$ cat src/rtl/uart_rx_pkg.sv
// Shared definitions for the UART receive controller: FSM state encoding,
// frame-layout constants, supported prescale values and a saturating counter helper.
package uart_rx_pkg;

   typedef enum logic [2:0] {
      ST_IDLE   = 3'd0,
      ST_START  = 3'd1,
      ST_DATA   = 3'd2,
      ST_PARITY = 3'd3,
      ST_STOP   = 3'd4,
      ST_VALID  = 3'd5
   } rx_state_t;

   localparam int START_BITS = 1;
   localparam int PAR_BITS   = 1;
   localparam int STOP_BITS  = 1;

   localparam int PRESC_8  = 8;
   localparam int PRESC_16 = 16;
   localparam int PRESC_32 = 32;

   function automatic logic [7:0] sat_inc8(input logic [7:0] v);
      return (v == 8'hFF) ? v : v + 8'd1;
   endfunction

endpackage

$ cat src/rtl/uart_rx_edge_bit_cnt.sv
// Oversample edge counter and frame bit counter: edge wraps at P-1 and then
// advances the bit index; a synchronous clear parks both at zero.
module uart_rx_edge_bit_cnt
   import uart_rx_pkg::*;
#(
   parameter int PRESC_W = 6,
   parameter int BIT_W   = 4
) (
   input  logic               i_clk,
   input  logic               i_rst,
   input  logic               i_clr,
   input  logic [PRESC_W-1:0] i_presc,
   output logic [PRESC_W-1:0] o_edge_cnt,
   output logic [BIT_W-1:0]   o_bit_cnt,
   output logic               o_edge_last
);

   logic [PRESC_W-1:0] r_edge_cnt;
   logic [BIT_W-1:0]   r_bit_cnt;

   assign o_edge_last = (r_edge_cnt == i_presc - PRESC_W'(1));
   assign o_edge_cnt  = r_edge_cnt;
   assign o_bit_cnt   = r_bit_cnt;

   always_ff @(posedge i_clk or posedge i_rst) begin
      if (i_rst) begin
         r_edge_cnt <= '0;
         r_bit_cnt  <= '0;
      end else if (i_clr) begin
         r_edge_cnt <= '0;
         r_bit_cnt  <= '0;
      end else if (o_edge_last) begin
         r_edge_cnt <= '0;
         r_bit_cnt  <= r_bit_cnt + BIT_W'(1);
      end else begin
         r_edge_cnt <= r_edge_cnt + PRESC_W'(1);
      end
   end

endmodule

$ cat src/rtl/uart_rx_ctrl.sv
// UART receive sequencing FSM: times each frame bit and pulses the datapath enables.
// Optional error counters are built when UART_RX_ERR_CNT_EN is defined.
module uart_rx_ctrl
   import uart_rx_pkg::*;
#(
   parameter int DATA_WIDTH = 8,
   parameter int PRESC_W    = 6
) (
   input  logic               i_clk_rx,
   input  logic               i_rst,
   input  logic               i_rx_in,
   input  logic [PRESC_W-1:0] i_prescale,
   input  logic               i_par_en,
   input  logic               i_str_glitch,
   input  logic               i_par_err,
   input  logic               i_stp_err,
   output logic               o_dat_samp_en,
   output logic [PRESC_W-1:0] o_edge_cnt,
   output logic               o_deser_en,
   output logic               o_str_chk_en,
   output logic               o_par_chk_en,
   output logic               o_stp_chk_en,
   output logic               o_data_valid
`ifdef UART_RX_ERR_CNT_EN
   ,
   input  logic               i_err_cnt_clr,
   output logic [7:0]         o_par_err_cnt,
   output logic [7:0]         o_stp_err_cnt,
   output logic [7:0]         o_glitch_cnt
`endif
);

   localparam int BIT_W = $clog2(START_BITS + DATA_WIDTH + PAR_BITS + STOP_BITS + 1);

   rx_state_t          r_state;
   logic [PRESC_W-1:0] r_presc;
   logic               r_par_en;
   logic               r_par_err_q;
   logic               r_dat_samp_en;
   logic               r_deser_en;
   logic               r_str_chk_en;
   logic               r_par_chk_en;
   logic               r_stp_chk_en;
   logic               r_data_valid;

   logic [PRESC_W-1:0] w_edge_cnt;
   logic [BIT_W-1:0]   w_bit_cnt;
   logic               w_edge_last;
   logic               w_cnt_clr;
   logic               w_pre_chk;
   logic               w_data_done;

   // Pulses are registered one edge early so they appear while edge_cnt reads P-2.
   assign w_cnt_clr   = (r_state == ST_IDLE) || (r_state == ST_VALID);
   assign w_pre_chk   = (w_edge_cnt == r_presc - PRESC_W'(3));
   assign w_data_done = (w_bit_cnt == BIT_W'(START_BITS + DATA_WIDTH - 1));

   uart_rx_edge_bit_cnt #(
      .PRESC_W (PRESC_W),
      .BIT_W   (BIT_W)
   ) u_cnt (
      .i_clk       (i_clk_rx),
      .i_rst       (i_rst),
      .i_clr       (w_cnt_clr),
      .i_presc     (r_presc),
      .o_edge_cnt  (w_edge_cnt),
      .o_bit_cnt   (w_bit_cnt),
      .o_edge_last (w_edge_last)
   );

   always_ff @(posedge i_clk_rx or posedge i_rst) begin
      if (i_rst) begin
         r_state       <= ST_IDLE;
         r_presc       <= '0;
         r_par_en      <= 1'b0;
         r_par_err_q   <= 1'b0;
         r_dat_samp_en <= 1'b0;
         r_deser_en    <= 1'b0;
         r_str_chk_en  <= 1'b0;
         r_par_chk_en  <= 1'b0;
         r_stp_chk_en  <= 1'b0;
         r_data_valid  <= 1'b0;
      end else begin
         r_deser_en   <= 1'b0;
         r_str_chk_en <= 1'b0;
         r_par_chk_en <= 1'b0;
         r_stp_chk_en <= 1'b0;
         r_data_valid <= 1'b0;
         case (r_state)
            // VALID doubles as an idle slot so a back-to-back start bit is caught.
            ST_IDLE, ST_VALID: begin
               if (!i_rx_in) begin
                  r_state       <= ST_START;
                  r_presc       <= i_prescale;
                  r_par_en      <= i_par_en;
                  r_par_err_q   <= 1'b0;
                  r_dat_samp_en <= 1'b1;
               end else begin
                  r_state       <= ST_IDLE;
                  r_dat_samp_en <= 1'b0;
               end
            end
            ST_START: begin
               if (w_edge_last) begin
                  if (i_str_glitch) begin
                     r_state       <= ST_IDLE;
                     r_dat_samp_en <= 1'b0;
                  end else begin
                     r_state <= ST_DATA;
                  end
               end else if (w_pre_chk) begin
                  r_str_chk_en <= 1'b1;
               end else begin
                  r_str_chk_en <= 1'b0;
               end
            end
            ST_DATA: begin
               if (w_edge_last && w_data_done) begin
                  r_state <= r_par_en ? ST_PARITY : ST_STOP;
               end else if (w_pre_chk) begin
                  r_deser_en <= 1'b1;
               end else begin
                  r_deser_en <= 1'b0;
               end
            end
            ST_PARITY: begin
               if (w_edge_last) begin
                  r_par_err_q <= i_par_err;
                  r_state     <= ST_STOP;
               end else if (w_pre_chk) begin
                  r_par_chk_en <= 1'b1;
               end else begin
                  r_par_chk_en <= 1'b0;
               end
            end
            ST_STOP: begin
               if (w_edge_last) begin
                  if (!i_stp_err && !r_par_err_q) begin
                     r_state      <= ST_VALID;
                     r_data_valid <= 1'b1;
                  end else begin
                     r_state       <= ST_IDLE;
                     r_dat_samp_en <= 1'b0;
                  end
               end else if (w_pre_chk) begin
                  r_stp_chk_en <= 1'b1;
               end else begin
                  r_stp_chk_en <= 1'b0;
               end
            end
            default: begin
               r_state       <= ST_IDLE;
               r_dat_samp_en <= 1'b0;
            end
         endcase
      end
   end

   assign o_dat_samp_en = r_dat_samp_en;
   assign o_edge_cnt    = w_edge_cnt;
   assign o_deser_en    = r_deser_en;
   assign o_str_chk_en  = r_str_chk_en;
   assign o_par_chk_en  = r_par_chk_en;
   assign o_stp_chk_en  = r_stp_chk_en;
   assign o_data_valid  = r_data_valid;

`ifdef UART_RX_ERR_CNT_EN
   logic [7:0] r_par_err_cnt;
   logic [7:0] r_stp_err_cnt;
   logic [7:0] r_glitch_cnt;
   logic       w_glitch_evt;
   logic       w_par_evt;
   logic       w_stp_evt;

   assign w_glitch_evt = (r_state == ST_START) && w_edge_last && i_str_glitch;
   assign w_par_evt    = (r_state == ST_STOP) && w_edge_last && r_par_err_q;
   assign w_stp_evt    = (r_state == ST_STOP) && w_edge_last && i_stp_err;

   always_ff @(posedge i_clk_rx or posedge i_rst) begin
      if (i_rst) begin
         r_par_err_cnt <= 8'd0;
         r_stp_err_cnt <= 8'd0;
         r_glitch_cnt  <= 8'd0;
      end else if (i_err_cnt_clr) begin
         r_par_err_cnt <= 8'd0;
         r_stp_err_cnt <= 8'd0;
         r_glitch_cnt  <= 8'd0;
      end else begin
         if (w_par_evt)    r_par_err_cnt <= sat_inc8(r_par_err_cnt);
         if (w_stp_evt)    r_stp_err_cnt <= sat_inc8(r_stp_err_cnt);
         if (w_glitch_evt) r_glitch_cnt  <= sat_inc8(r_glitch_cnt);
      end
   end

   assign o_par_err_cnt = r_par_err_cnt;
   assign o_stp_err_cnt = r_stp_err_cnt;
   assign o_glitch_cnt  = r_glitch_cnt;
`endif

endmodule

$ cat config.mk
export PLATFORM = sky130hd
export DESIGN_NAME = uart_rx_ctrl
export DESIGN_NICKNAME = d
export VERILOG_FILES = /design/src/rtl/uart_rx_pkg.sv /design/src/rtl/uart_rx_edge_bit_cnt.sv /design/src/rtl/uart_rx_ctrl.sv
export SDC_FILE = /design/constraint.sdc
export NUM_CORES = 1
export LEC_CHECK = 0
export CAP_MARGIN = 30
export CELL_PAD_IN_SITES_DETAIL_PLACEMENT = 1
export CELL_PAD_IN_SITES_GLOBAL_PLACEMENT = 1
export CORE_UTILIZATION = 44
export DETAILED_ROUTE_END_ITERATION = 8
export PLACE_DENSITY = 0.87
export SYNTH_ARGS = -nofsm -noshare
export SYNTH_HDL_FRONTEND = slang
export SYNTH_SLANG_ARGS = --single-unit
$ cat constraint.sdc
create_clock -name i_clk_rx -period 6.8 [get_ports i_clk_rx]
set_clock_uncertainty 0.15 [all_clocks]
set_input_delay 0.68 -clock i_clk_rx [delete_from_list [all_inputs] [get_ports i_clk_rx]]
set_output_delay 0.68 -clock i_clk_rx [all_outputs]
set_load 0.03 [all_outputs]
* Word-level counts from Yosys, hierarchy flattened
Index checks and enable logic that the tools add are counted.
** Word-level totals
- Bits in registers :: 27
- Bits in latches :: 0
- Bits in writable memories :: 0
- ROM bits :: 0
- Input bits :: 13
- Output and inout port bits :: 12
- Logic and storage cells :: 79
- Memories :: 0
** Operators by class
- Add/subtract/negate cells :: 4
- Multipliers :: 0
- Div/mod/pow operators :: 0
- $lt $le $gt $ge :: 0
- Equal/unequal tests :: 15
- Shifts and indexed selects :: 0
- Mux-type cells :: 32
- Bitwise logic cells :: 2
- Reductions and logical operators :: 14
** Operators with widths (number)
- $mux W1 :: 18
- $mux W3 :: 6
- $pmux W3 S5 :: 1
- $ne A2 B2 Y1 const B :: 7
- $eq A6 B6 Y1 :: 2
- $mux W6 :: 2
- $mux W4 :: 2
- $add A6 B1 Y6 const B :: 1
- $eq A3 B2 Y1 const B :: 2
- $eq A3 B3 Y1 const B :: 2
- $sub A6 B1 Y6 const B :: 1
- $sub A6 B2 Y6 const B :: 1
- $reduce_and A5 Y1 :: 1
- $add A4 B1 Y4 const B :: 1
- $eq A4 B4 Y1 const B :: 1
- $pmux W1 S4 :: 1
- $reduce_and A4 Y1 :: 1
- $reduce_bool A2 Y1 :: 2
- $reduce_or A2 Y1 :: 2
- $eq A3 B1 Y1 const B :: 1
- $logic_not A3 Y1 :: 1
- $reduce_and A3 Y1 :: 1
- $logic_and A1 B1 Y1 :: 2
- $logic_not A1 Y1 :: 2
- other kinds (5) :: 6

* Logic depth before layout (Yosys ltp)
- Depth in word-level cells :: 5
- Depth in mapped cells :: 8
- Depth with buffers taken out :: 7

* Hierarchy
Synthesis repeated with hierarchy kept, for this count alone.
** Second synthesis, totals
- Cells, all modules :: 158
- Area, all modules :: 1619.1 µm²
** By module, submodules not included
- uart_rx_ctrl :: times used 1, cells each 96, area an instance 970.9 µm², sequential area each 425.4 µm²
- uart_rx_edge_bit_cnt :: times used 1, cells each 62, area an instance 648.1 µm², sequential area each 250.2 µm²

* Worst setup path after synthesis
Ideal clock, no wire load.
- Kind :: register -> register
- From :: register r_presc[0]
- To :: register u_cnt.r_bit_cnt[3], in the netlist u_cnt.o_bit_cnt[3]
- Setup time :: 78 ps
- Arrival :: 1952 ps
- Data required time :: 6572 ps
- Slack :: 4620 ps
- Cell stages (with the launch flop) :: 8
- Period minus slack after synthesis :: 2180 ps
- Path through :: dfrtp_1 > buf_2 > inv_1 > ha_1 > xor2_1 > o2111ai_2 > or4_1 > a21oi_1
** Between the ends
- Longest elaborated chain between the ends :: 3
** Ends and longest elaborated chain
- from (decl) :: RTL line uart_rx_ctrl.sv:36 : logic [PRESC_W-1:0] r_presc;
- from (signal assigned) :: RTL line uart_rx_ctrl.sv:94 : r_presc <= i_prescale;
- $sub A6 B1 Y6 :: RTL line uart_rx_edge_bit_cnt.sv:21 : assign o_edge_last = (r_edge_cnt == i_presc - PRESC_W'(1));
- $eq A6 B6 Y1 :: RTL line uart_rx_edge_bit_cnt.sv:21
- $reduce_bool A2 Y1 (no source line)
- to (signal assigned) :: RTL line uart_rx_edge_bit_cnt.sv:34 : r_bit_cnt <= r_bit_cnt + BIT_W'(1);
- to (decl) :: RTL line uart_rx_edge_bit_cnt.sv:19 : logic [BIT_W-1:0] r_bit_cnt;
Every way passes these cells.
A chain may end at the register's enable or synchronous reset.

* Final worst setup path
- From :: register r_presc[0]
- To :: register u_cnt.r_edge_cnt[3], in the netlist u_cnt.o_edge_cnt[3]
** Between the ends
- Longest elaborated chain between the ends :: 4
** Ends and longest elaborated chain
- $sub A6 B1 Y6 :: RTL line uart_rx_edge_bit_cnt.sv:21
- $eq A6 B6 Y1 :: RTL line uart_rx_edge_bit_cnt.sv:21
- $mux W6 :: RTL line uart_rx_edge_bit_cnt.sv:32 : end else if (o_edge_last) begin
- $mux W6 :: RTL line uart_rx_edge_bit_cnt.sv:29 : end else if (i_clr) begin
- to (signal assigned) :: RTL line uart_rx_edge_bit_cnt.sv:36 : r_edge_cnt <= r_edge_cnt + PRESC_W'(1);
- to (decl) :: RTL line uart_rx_edge_bit_cnt.sv:18 : logic [PRESC_W-1:0] r_edge_cnt;
Every way passes these cells.

==> results by group <==
Worst setup path
  – Worst R2R Setup Slack: 4.23 ns
  – Setup crit end kind: flip-flop
  – Worst r2r src: r_presc[0]
  – CP required: 6.88 ns
  – Register-to-Register Path Depth: 7
  – Max incr delay on CP: 0.61 ns
  – CP delay by family, top: simple AND/OR/NAND/NOR gates
  – Worst path slowest cell: dfrtp_1
  – CP arrival: 2.66 ns
  – Setup CP Type: reg2reg
  – Startpoint Class: flip-flop
  – Critical path buffers and inverters: 1
  – Critical path peak fanout: 9
  – R2r endpoint: u_cnt.o_edge_cnt[3]
  – Critical Path, Cell by Cell: inv_1 -> ha_1 -> nand4b_1 -> o211ai_1 -> a21oi_1 -> nor2_1 -> nor3_1

Placed design
  – Port Buffer Count: 24
  – GP Congestion: 0.8750
  – Placed insts: 230
  – DP Wirelength: 3.292 mm
  – Post-Place Setup Slack: 4.317 ns

Power
  – Peak VDD IR: 0.2234 mV
  – Sw frac: 49.45%
  – Pwr dens: 437.9 mW/mm^2
  – Leakage: 0.7813 nW
  – Clock network fraction of total power: 8.5%
  – Sequential share of power: 36.9%
  – Combinational power share: 54.6%
  – Psw: 0.4148 mW
  – Internal: 0.4240 mW

Drt
  – Via count: 1356
  – Post-route ant nets: 0
  – Drt total wl: 4.177 mm
  – 1st-pass router iterations: 4
  – Via-to-Cell Ratio: 5.795
  – Avg WL per Cell: 17.85 um
  – Initial DRC count: 71
  – DR DRC count: 0

Synth
  – Compound-gate portion of the synthesized area: 16.52%
  – Post-synthesis mux area share: 3.462%
  – Post-synth cell types: 45
  – Post-Synthesis Cells: 166
  – Adder-Cell Fraction of Synth Area: 3.934%
  – Sequential-to-total area share from yosys stat: 42.49%
  – Simple-gate share of the synthesized area: 20.54%
  – Combinational family with the most area after synthesis: simple AND/OR/NAND/NOR gates
  – Register bit total from synthesis: 27
  – YS warnings: 0
  – Synth Net Count: 184
  – Average cell area after synthesis: 9.580 um^2
  – Syn Std Cell Area: 0.001590 mm^2
  – Post-Synth XOR/XNOR Area: 8.812%

Die
  – Die Area: 0.003859 mm^2
  – Chip height: 62.12 um
  – Starting density of the core: 46.92%
  – Core Area: 0.003390 mm^2
  – # rows: 21
  – Chip Width: 62.12 um
  – Top Ports: 25

Clocking
  – Deepest level of the CTS H-tree: 1
  – TritonCTS clock tree: yes
  – Setup bufs post-CTS: 0
  – # clock sinks: 27
  – PostCTS Resize Cnt: 0
  – Root Driver: clkbuf_4
  – Worst-Skew Late Latency: 0.32 ns
  – Hold-fix buffer count after cts: 0
  – Clock tree buffer depth: 2
  – Num CTS Buffers: 3
  – CTS clk-pin slew, worst paths: 0.15 ns

Cells and area
  – Layout Nets: 207
  – P&R area growth vs syn: 20.46%
  – Fill count: 384
  – Ant diodes: 0
  – Reg area: 675.6 um^2
  – Fin cells: 234
  – Multi-input logic area: 847.1 um^2
  – Share of layout cells above drive strength 1: 6.383%

Timing
  – RSZ-0062 raised after global routing: no
  – Final Worst Setup Slack: 4.225 ns
  – TNS Setup: 0 ns
  – Final count of negative-setup-slack endpoints: 0
  – Final hold vios: 0
  – Worst-margin pin slew: 0.7152 ns
  – Fin. max-slew vios: 0
  – Final worst-path cycle share: 37.87%
  – Final Critical Period: 2.575 ns
  – Max Clk Rate: 388.4 MHz
  – Slew margin rel.: 52.15%
  – Hold_ws: 0.4051 ns

Hold path
  – End point of the worst hold path: r_presc[5]
  – Hold Path Class: reg2reg
  – Worst hold start: r_presc[5]
  – Worst hold path depth: 1

Global routing
  – Vias in the first global route: 1475
  – Largest net degree at the start of global routing: 23
  – Initial antenna violation count: 0
  – Global-route wire length before repair: 7.182 mm
  – Grt ovf: 0
  – Global Route Usage Sum: 23.52%

Flow run
  – Max Cap Viol: 0

Outcome
  – Status: completed
kinds of logic after synthesis:
family                   after synthesis
flip-flops                            27
AO/OA/AOI/OAI                         37
buffers and inverters                 17
XOR/XNOR                              16
adder cells (fa/ha/maj)                5
AND/OR/NAND/NOR                       59
multiplexers                           5
worst max-delay path by stage:
stage | from | slack [ns] | cells after the start | endpoint
floorplan | r_presc[0] | 4.62 | 7 | u_cnt.o_bit_cnt[3]
global placement | r_presc[0] | 4.48 | 6 | r_par_err_q
detailed placement | r_presc[0] | 4.32 | 7 | u_cnt.o_edge_cnt[3]
CTS | r_presc[0] | 4.25 | 7 | u_cnt.o_edge_cnt[3]
global route | r_presc[0] | 4.01 | 7 | u_cnt.o_edge_cnt[3]
finish | r_presc[0] | 4.23 | 7 | u_cnt.o_edge_cnt[3]
per-layer routing:
| layer | wire length, um | global-route usage [%] | vias to the layer above |
|---|---|---|---|
| li1 | - | - | 638 |
| met1 | 1849 | 29.55 | 694 |
| met2 | 2211 | 42.86 | 20 |
| met3 | 75 | 2.206 | 4 |
| met4 | 41 | 6.395 | 0 |
| met5 | 0 | 0 | - |
synthesized netlist by cell type:
master | count | area, um^2
nand2_1 | 11 | 41.29
a41o_1 | 1 | 10.01
and3_1 | 1 | 6.260
clkbuf_1 | 4 | 15.01
nor2b_1 | 3 | 18.77
o2111a_1 | 1 | 11.26
o31a_1 | 1 | 8.760
o22ai_1 | 2 | 12.51
dfrtp_1 | 27 | 675.7
nor2_1 | 9 | 33.78
mux2_2 | 3 | 33.78
a31o_1 | 1 | 8.760
a211o_1 | 1 | 8.760
o311ai_1 | 1 | 8.760
a21o_1 | 1 | 7.510
xor2_1 | 7 | 61.31
a2111oi_0 | 1 | 8.760
a2111oi_2 | 1 | 15.01
o2111ai_2 | 1 | 15.01
mux2_1 | 1 | 11.26
or3_4 | 1 | 11.26
nor4_4 | 1 | 21.27
xnor2_1 | 9 | 78.83
nand3b_1 | 1 | 7.510
a22o_1 | 1 | 8.760
o21ai_0 | 8 | 40.04
nand3_1 | 5 | 25.02
nor4b_1 | 1 | 8.760
ha_1 | 5 | 62.56
a211oi_1 | 3 | 22.52
nand4_1 | 1 | 6.260
buf_2 | 3 | 15.01
nor3b_1 | 2 | 15.01
o211ai_1 | 2 | 15.01
mux2i_1 | 1 | 10.01
inv_1 | 9 | 33.78
or4_1 | 1 | 7.510
buf_1 | 1 | 3.750
o32ai_1 | 1 | 8.760
nand4b_1 | 1 | 8.760
nor4_1 | 2 | 12.51
a21oi_1 | 9 | 45.04
nor3_1 | 13 | 65.06
o31ai_1 | 1 | 7.510
nand2b_1 | 6 | 37.54
placed cells by master (no fill, tap or decap), drive strengths merged, types with 2 or more instances in the layout:
cell type      Yosys  routed
o21ai              8       8
mux2               4       4
o211ai             2       2
buf                4       2
inv                9       9
a2111oi            2       2
nor3b              2       2
nor4               3       3
nor3              13      13
nor2               9       9
a21oi              9       9
xor2               7       7
nor2b              3       3
a211oi             3       3
clkbuf             4       4
nand3              5       5
dfrtp             27      27
ha                 5       5
nand2b             6       6
o22ai              2       2
clkdlybuf4s50      0      24
nand2             11      11
xnor2              9       9
cell type report:
cell class / instances / share of cell area, %
repair buffers: 26 / 14.37
clock buffers: 4 / 1.372
multi-input cells: 122 / 44.22
flip-flops and latches: 27 / 35.27
inverters: 9 / 1.764
well taps: 46 / 3.005
power groups by stage:
| stage | registers [mW] | logic, mW | clock network [mW] |
|---|---|---|---|
| 2_1_floorplan | 0.294 | 0.330 | 0 |
| 3_3_place_gp | 0.305 | 0.428 | 0 |
| 3_5_place_dp | 0.313 | 0.456 | 0 |
| 4_1_cts | 0.309 | 0.460 | 0.0738 |
| 5_1_grt | 0.322 | 0.504 | 0.0778 |
| 6_report | 0.309 | 0.458 | 0.0717 |
state kept, by name (all words and copies together), names as in the netlist, 3 cells and up:
name	count
r_presc	6
u_cnt.o_edge_cnt	6
u_cnt.o_bit_cnt	4
r_state	3
per-stage QoR:
| step | total power [mW] | util, % | cell area (um^2) |
|---|---|---|---|
| after floorplan | 0.6243 | - | 1590 |
| final | 0.8388 | 56.52 | 1916 |
| after CTS | 0.8433 | 56.52 | 1916 |
| after global placement | 0.7328 | 54.93 | 1862 |
| after global routing | 0.9044 | 56.52 | 1916 |
| after detailed placement | 0.7691 | 55.74 | 1889 |
No activity file was read; power rests on OpenSTA's default activity.
==> edit 1 (same flow settings) <==
Register the inputs `i_rx_in`, `i_prescale`, `i_par_en` and `i_par_err` before use, without a reset. The logic sees them one clock later. The other inputs are not delayed to match.
--- a/src/rtl/uart_rx_ctrl.sv
+++ b/src/rtl/uart_rx_ctrl.sv
@@ -32,6 +32,18 @@
 
    localparam int BIT_W = $clog2(START_BITS + DATA_WIDTH + PAR_BITS + STOP_BITS + 1);
 
+   logic i_rx_q;
+   logic [PRESC_W-1:0] i_prescale_q;
+   logic i_par_en_q;
+   logic i_par_err_q;
+
+   always_ff @(posedge i_clk_rx) begin
+      i_rx_q       <= i_rx_in;
+      i_prescale_q <= i_prescale;
+      i_par_en_q   <= i_par_en;
+      i_par_err_q  <= i_par_err;
+   end
+
    rx_state_t          r_state;
    logic [PRESC_W-1:0] r_presc;
    logic               r_par_en;
@@ -89,10 +101,10 @@
          case (r_state)
             // VALID doubles as an idle slot so a back-to-back start bit is caught.
             ST_IDLE, ST_VALID: begin
-               if (!i_rx_in) begin
+               if (!i_rx_q) begin
                   r_state       <= ST_START;
-                  r_presc       <= i_prescale;
-                  r_par_en      <= i_par_en;
+                  r_presc       <= i_prescale_q;
+                  r_par_en      <= i_par_en_q;
                   r_par_err_q   <= 1'b0;
                   r_dat_samp_en <= 1'b1;
                end else begin
@@ -125,7 +137,7 @@
             end
             ST_PARITY: begin
                if (w_edge_last) begin
-                  r_par_err_q <= i_par_err;
+                  r_par_err_q <= i_par_err_q;
                   r_state     <= ST_STOP;
                end else if (w_pre_chk) begin
                   r_par_chk_en <= 1'b1;
Check against the original RTL: not equivalent (Yosys sat finds a counterexample within 4 cycles, from zero or initial values and one cycle with i_rst high).
==> edit 1 against the original RTL <==
Area after synthesis up 18%; design area up 16%; power up 18%; setup slack worse by 0.0024 ns; worst hold slack worse by 0.12 ns; sequential power up 17%; routed wire length up 8.8%; sequential cell count up 9; die area up 17%; critical endpoint is now u_cnt.o_bit_cnt[2]; largest power group unchanged.
==> edit 1: results (changes against the original RTL) <==
----------------------------------------------------
[Run status]
  Outcome ... finished clean

[Finish]
  Sequential fraction of total cell area ... 0.385 (+0.0326)
  Share of post-route cells with drive strength above 1 ... 0.136 (+0.0721)
  Proportion of final cell area spent on non-clock buffers ... 0.124 (-0.0198)
  Layout clock buffers ... 6 (+2)
  Area Growth Syn to Fin ... 18.5%
  Clk tree area frac ... 0.0383 (+0.0246)
  Multi-Input Combinational ... 124 (+1.6%)

[GRT]
  Global routing usage on met2 ... 0.371 (-0.0573)
  Met3 routing resource usage after global routing ... 0.0557 (+0.0337)
  Total track usage ... 0.232 (-0.00366)
  Global-route met1 utilization ... 0.286 (-0.00995)
  Pin count of the biggest net entering global routing ... 20 (-13%)

[Placement]
  Final weighted congestion in routability-driven placement ... 0.932 (+6.5%)
  Pre-CTS setup slack ... 4.34 ns (+0.0201 ns)

[Detailed routing]
  DRT iter0 DRCs ... 91 (+28%)
  Via density per instance ... 5.83 (+0.64%)
  Post-detailed-route wirelength per cell ... 17.8 um (-0.52%)

[Timing]
  Clock period minus final worst setup slack ... 2.58 ns (+0.00241 ns)
  Transition at the pin with the smallest max-transition slack ... 0.904 ns (+0.189 ns)

[Logic synthesis]
  Ranking of synthesized cells by instance count ... 27 x sky130_fd_sc_hd__dfrtp_1, 12 x sky130_fd_sc_hd__inv_1, 10 x sky130_fd_sc_hd__nor2_1
  Leading post-synthesis cells by cell area ... sky130_fd_sc_hd__dfrtp_1 36%, sky130_fd_sc_hd__dfxtp_1 9.6%, sky130_fd_sc_hd__xnor2_1 4.2%
  Sequential-to-total area share from yosys stat ... 0.457 (+0.0317)

[Clock tree]
  Clock Root Buffer ... sky130_fd_sc_hd__clkbuf_8
  Clk sink count ... 36 (+33%)
  Clk Latency, worst-skew pair ... 0.29 ns (-0.03 ns)
  Number of buffers created by CTS ... 5 (+2)
  H-Tree Level Count ... 2 (+1)

[Setup path]
  CP top delay family ... compound AO/OA/AOI/OAI gates
  R2r setup slk ... 4.22 ns (about the same)

[Power]
  Reported net switching power ... 0.451 mW (+8.6%)
  Worst VDD drop ... 0.183 mV (-18%)

[Min path]
  Hold_sp ... i_prescale_q[1]

----------------------------------------------------
[edit 1: cell types whose count changed in the layout (fill, tap and decap cells not counted), moves of 4 or more]
cell and delta:
sky130_fd_sc_hd__clkbuf_8 +5, sky130_fd_sc_hd__dfxtp_1 +9, sky130_fd_sc_hd__nor3_2 +6, sky130_fd_sc_hd__o21ai_1 +4, sky130_fd_sc_hd__nand2b_1 -6, sky130_fd_sc_hd__nor3_1 -8
[edit 1: logic make-up (layout without fill, tap and decap cells)]
family,Yosys count,in the layout,share of synthesized area
AND/OR/NAND/NOR,56,56,0.188
AO/OA/AOI/OAI,44,44,0.157
flip-flops,36,36,0.457
buffers and inverters,23,46,0.0647
XOR/XNOR,15,15,0.0741
adder cells (fa/ha/maj),5,5,0.0334
multiplexers,4,4,0.0260
[edit 1: per-stage QoR]
stage | power [mW] | std cells | hold slack (ns)
CTS | 0.991 | 256 | 0.288
floorplan | 0.721 | 183 | 0.260
global route | 1.05 | 256 | 0.311
finish | 0.988 | 256 | 0.286
global placement | 0.796 | 247 | 0.264
detailed placement | 0.833 | 248 | 0.277
[edit 1: power by group through the flow]
stage | logic, mW | clock network, mW | registers (mW)
floorplan | 0.376 | 0 | 0.346
global placement | 0.439 | 0 | 0.357
detailed placement | 0.468 | 0 | 0.365
CTS | 0.478 | 0.152 | 0.361
global route | 0.520 | 0.161 | 0.372
finish | 0.480 | 0.146 | 0.362
[edit 1: routing by layer]
layer | share of wire | vias to the layer above
met1 | 0.42 | 736
met5 | 0 | -
met4 | 0.027 | 0
li1 | - | 691
met2 | 0.50 | 54
met3 | 0.047 | 12
==> edit 2 (same settings) <==
Made on the original files. Add a define of `UART_RX_ERR_CNT_EN`.
--- a/src/rtl/uart_rx_ctrl.sv
+++ b/src/rtl/uart_rx_ctrl.sv
@@ -1,5 +1,7 @@
 // UART receive sequencing FSM: times each frame bit and pulses the datapath enables.
 // Optional error counters are built when UART_RX_ERR_CNT_EN is defined.
+`define UART_RX_ERR_CNT_EN
+
 module uart_rx_ctrl
    import uart_rx_pkg::*;
 #(
Interface: changed (added i_err_cnt_clr, o_glitch_cnt, o_par_err_cnt and o_stp_err_cnt); port bits go from 25 to 50. The function was not compared with the original's and may differ.
==> edit 2 against the original RTL <==
Area after synthesis increased by 81%; critical path depth decreased by 1; first-iteration DRC count increased by 69%; largest power group unchanged; synthesized cell count increased by 78%; clock power increased to 3.4 times the old value; power increased by 39%; sequential cell count increased by 24; routed wire length increased by 79%; final cell count increased by 78%; critical path type unchanged; global-route usage decreased by 0.64 points; design area increased by 86%; combinational power increased by 5.5%; utilization decreased by 0.34 points; setup slack got worse by 0.47 ns.
==> edit 2: results (changes against the original RTL) <==
----------------------------------------------------
[Power]
  Worst VDD drop ... 0.226 mV (+0.97%)
  Static leakage ... 1.41 nW (+81%)

[Setup path]
  Origin of the critical flop-to-flop path ... r_presc[2]
  Arrival @ worst endpoint ... 3.10 ns (+0.44 ns)
  Capture point of the critical path ... o_glitch_cnt[4]
  Highest fanout seen on the critical path ... 14 (+5)
  Cell depth of the worst flop-to-flop path ... 6 (-1)
  CP max stage delay ... 0.51 ns (-0.10 ns)

[Detailed routing]
  Routed length on met2 ... 3790 um (+71%)
  DR WL met3 ... 217 um (+190%)
  M1 WL ... 3390 um (+83%)
  DRT iter0 DRCs ... 120 (+69%)

[GRT]
  Global-route wire length before repair ... 12,700 um (+77%)
  Total track usage ... 0.229 (-0.00636)
  Met3 routing resource usage after global routing ... 0.0338 (+0.0117)
  Global-route met1 utilization ... 0.304 (+0.00856)
  Via count of the first global-routing pass ... 2,459 (+67%)
  Pin count of the biggest net entering global routing ... 43 (+87%)
  Global routing usage on met2 ... 0.391 (-0.0374)

[Logic synthesis]
  Ranking of synthesized cells by instance count ... 51 x sky130_fd_sc_hd__dfrtp_1, 39 x sky130_fd_sc_hd__nor2_1, 24 x sky130_fd_sc_hd__xnor2_1
  Number of unique standard cell types used by synthesis ... 51 (+13%)
  Net count of the mapped netlist ... 317 (+72%)

[Clock tree]
  Clock Root Buffer ... sky130_fd_sc_hd__clkbuf_8
  Number of buffers created by CTS ... 5 (+2)

[Placement]
  Total half-perimeter wirelength after legalization and detailed placement ... 5350 um (+62%)
  DP Area ... 0.00343 mm^2 (+82%)

[Timing]
  Final period utilization ... 0.448 (+0.0695)
  Min Hold Slack ... 0.390 ns (-0.0150 ns)

[Run status]
  Outcome ... finished clean

----------------------------------------------------
[edit 2: area by class of cell]
class	instances	area (um^2)
fillers	714	2780
multi-input cells	220	1510
flip-flops and latches	51	1280
repair buffers	51	518
well taps	77	96.3
clock buffers	6	72.6
clock inverters	2	60.1
inverters	10	37.5
[edit 2: kinds of logic (layout without fill, tap and decap cells)]
group                    after synthesis  in the layout  share of synthesized area
buffers and inverters                 24             69                     0.0343
XOR/XNOR                              32             32                     0.0973
flip-flops                            51             51                      0.443
AND/OR/NAND/NOR                      127            127                      0.246
adder cells (fa/ha/maj)                8              8                     0.0347
AO/OA/AOI/OAI                         41             41                     0.0994
multiplexers                          12             12                     0.0456
[edit 2: power by group]
| part | switching, mW | total, mW | internal, mW | leakage [nW] |
|---|---|---|---|---|
| logic | 0.288 | 0.483 | 0.196 | 0.665 |
| clock network | 0.0990 | 0.246 | 0.147 | 0.0654 |
| registers | 0.0828 | 0.433 | 0.350 | 0.683 |
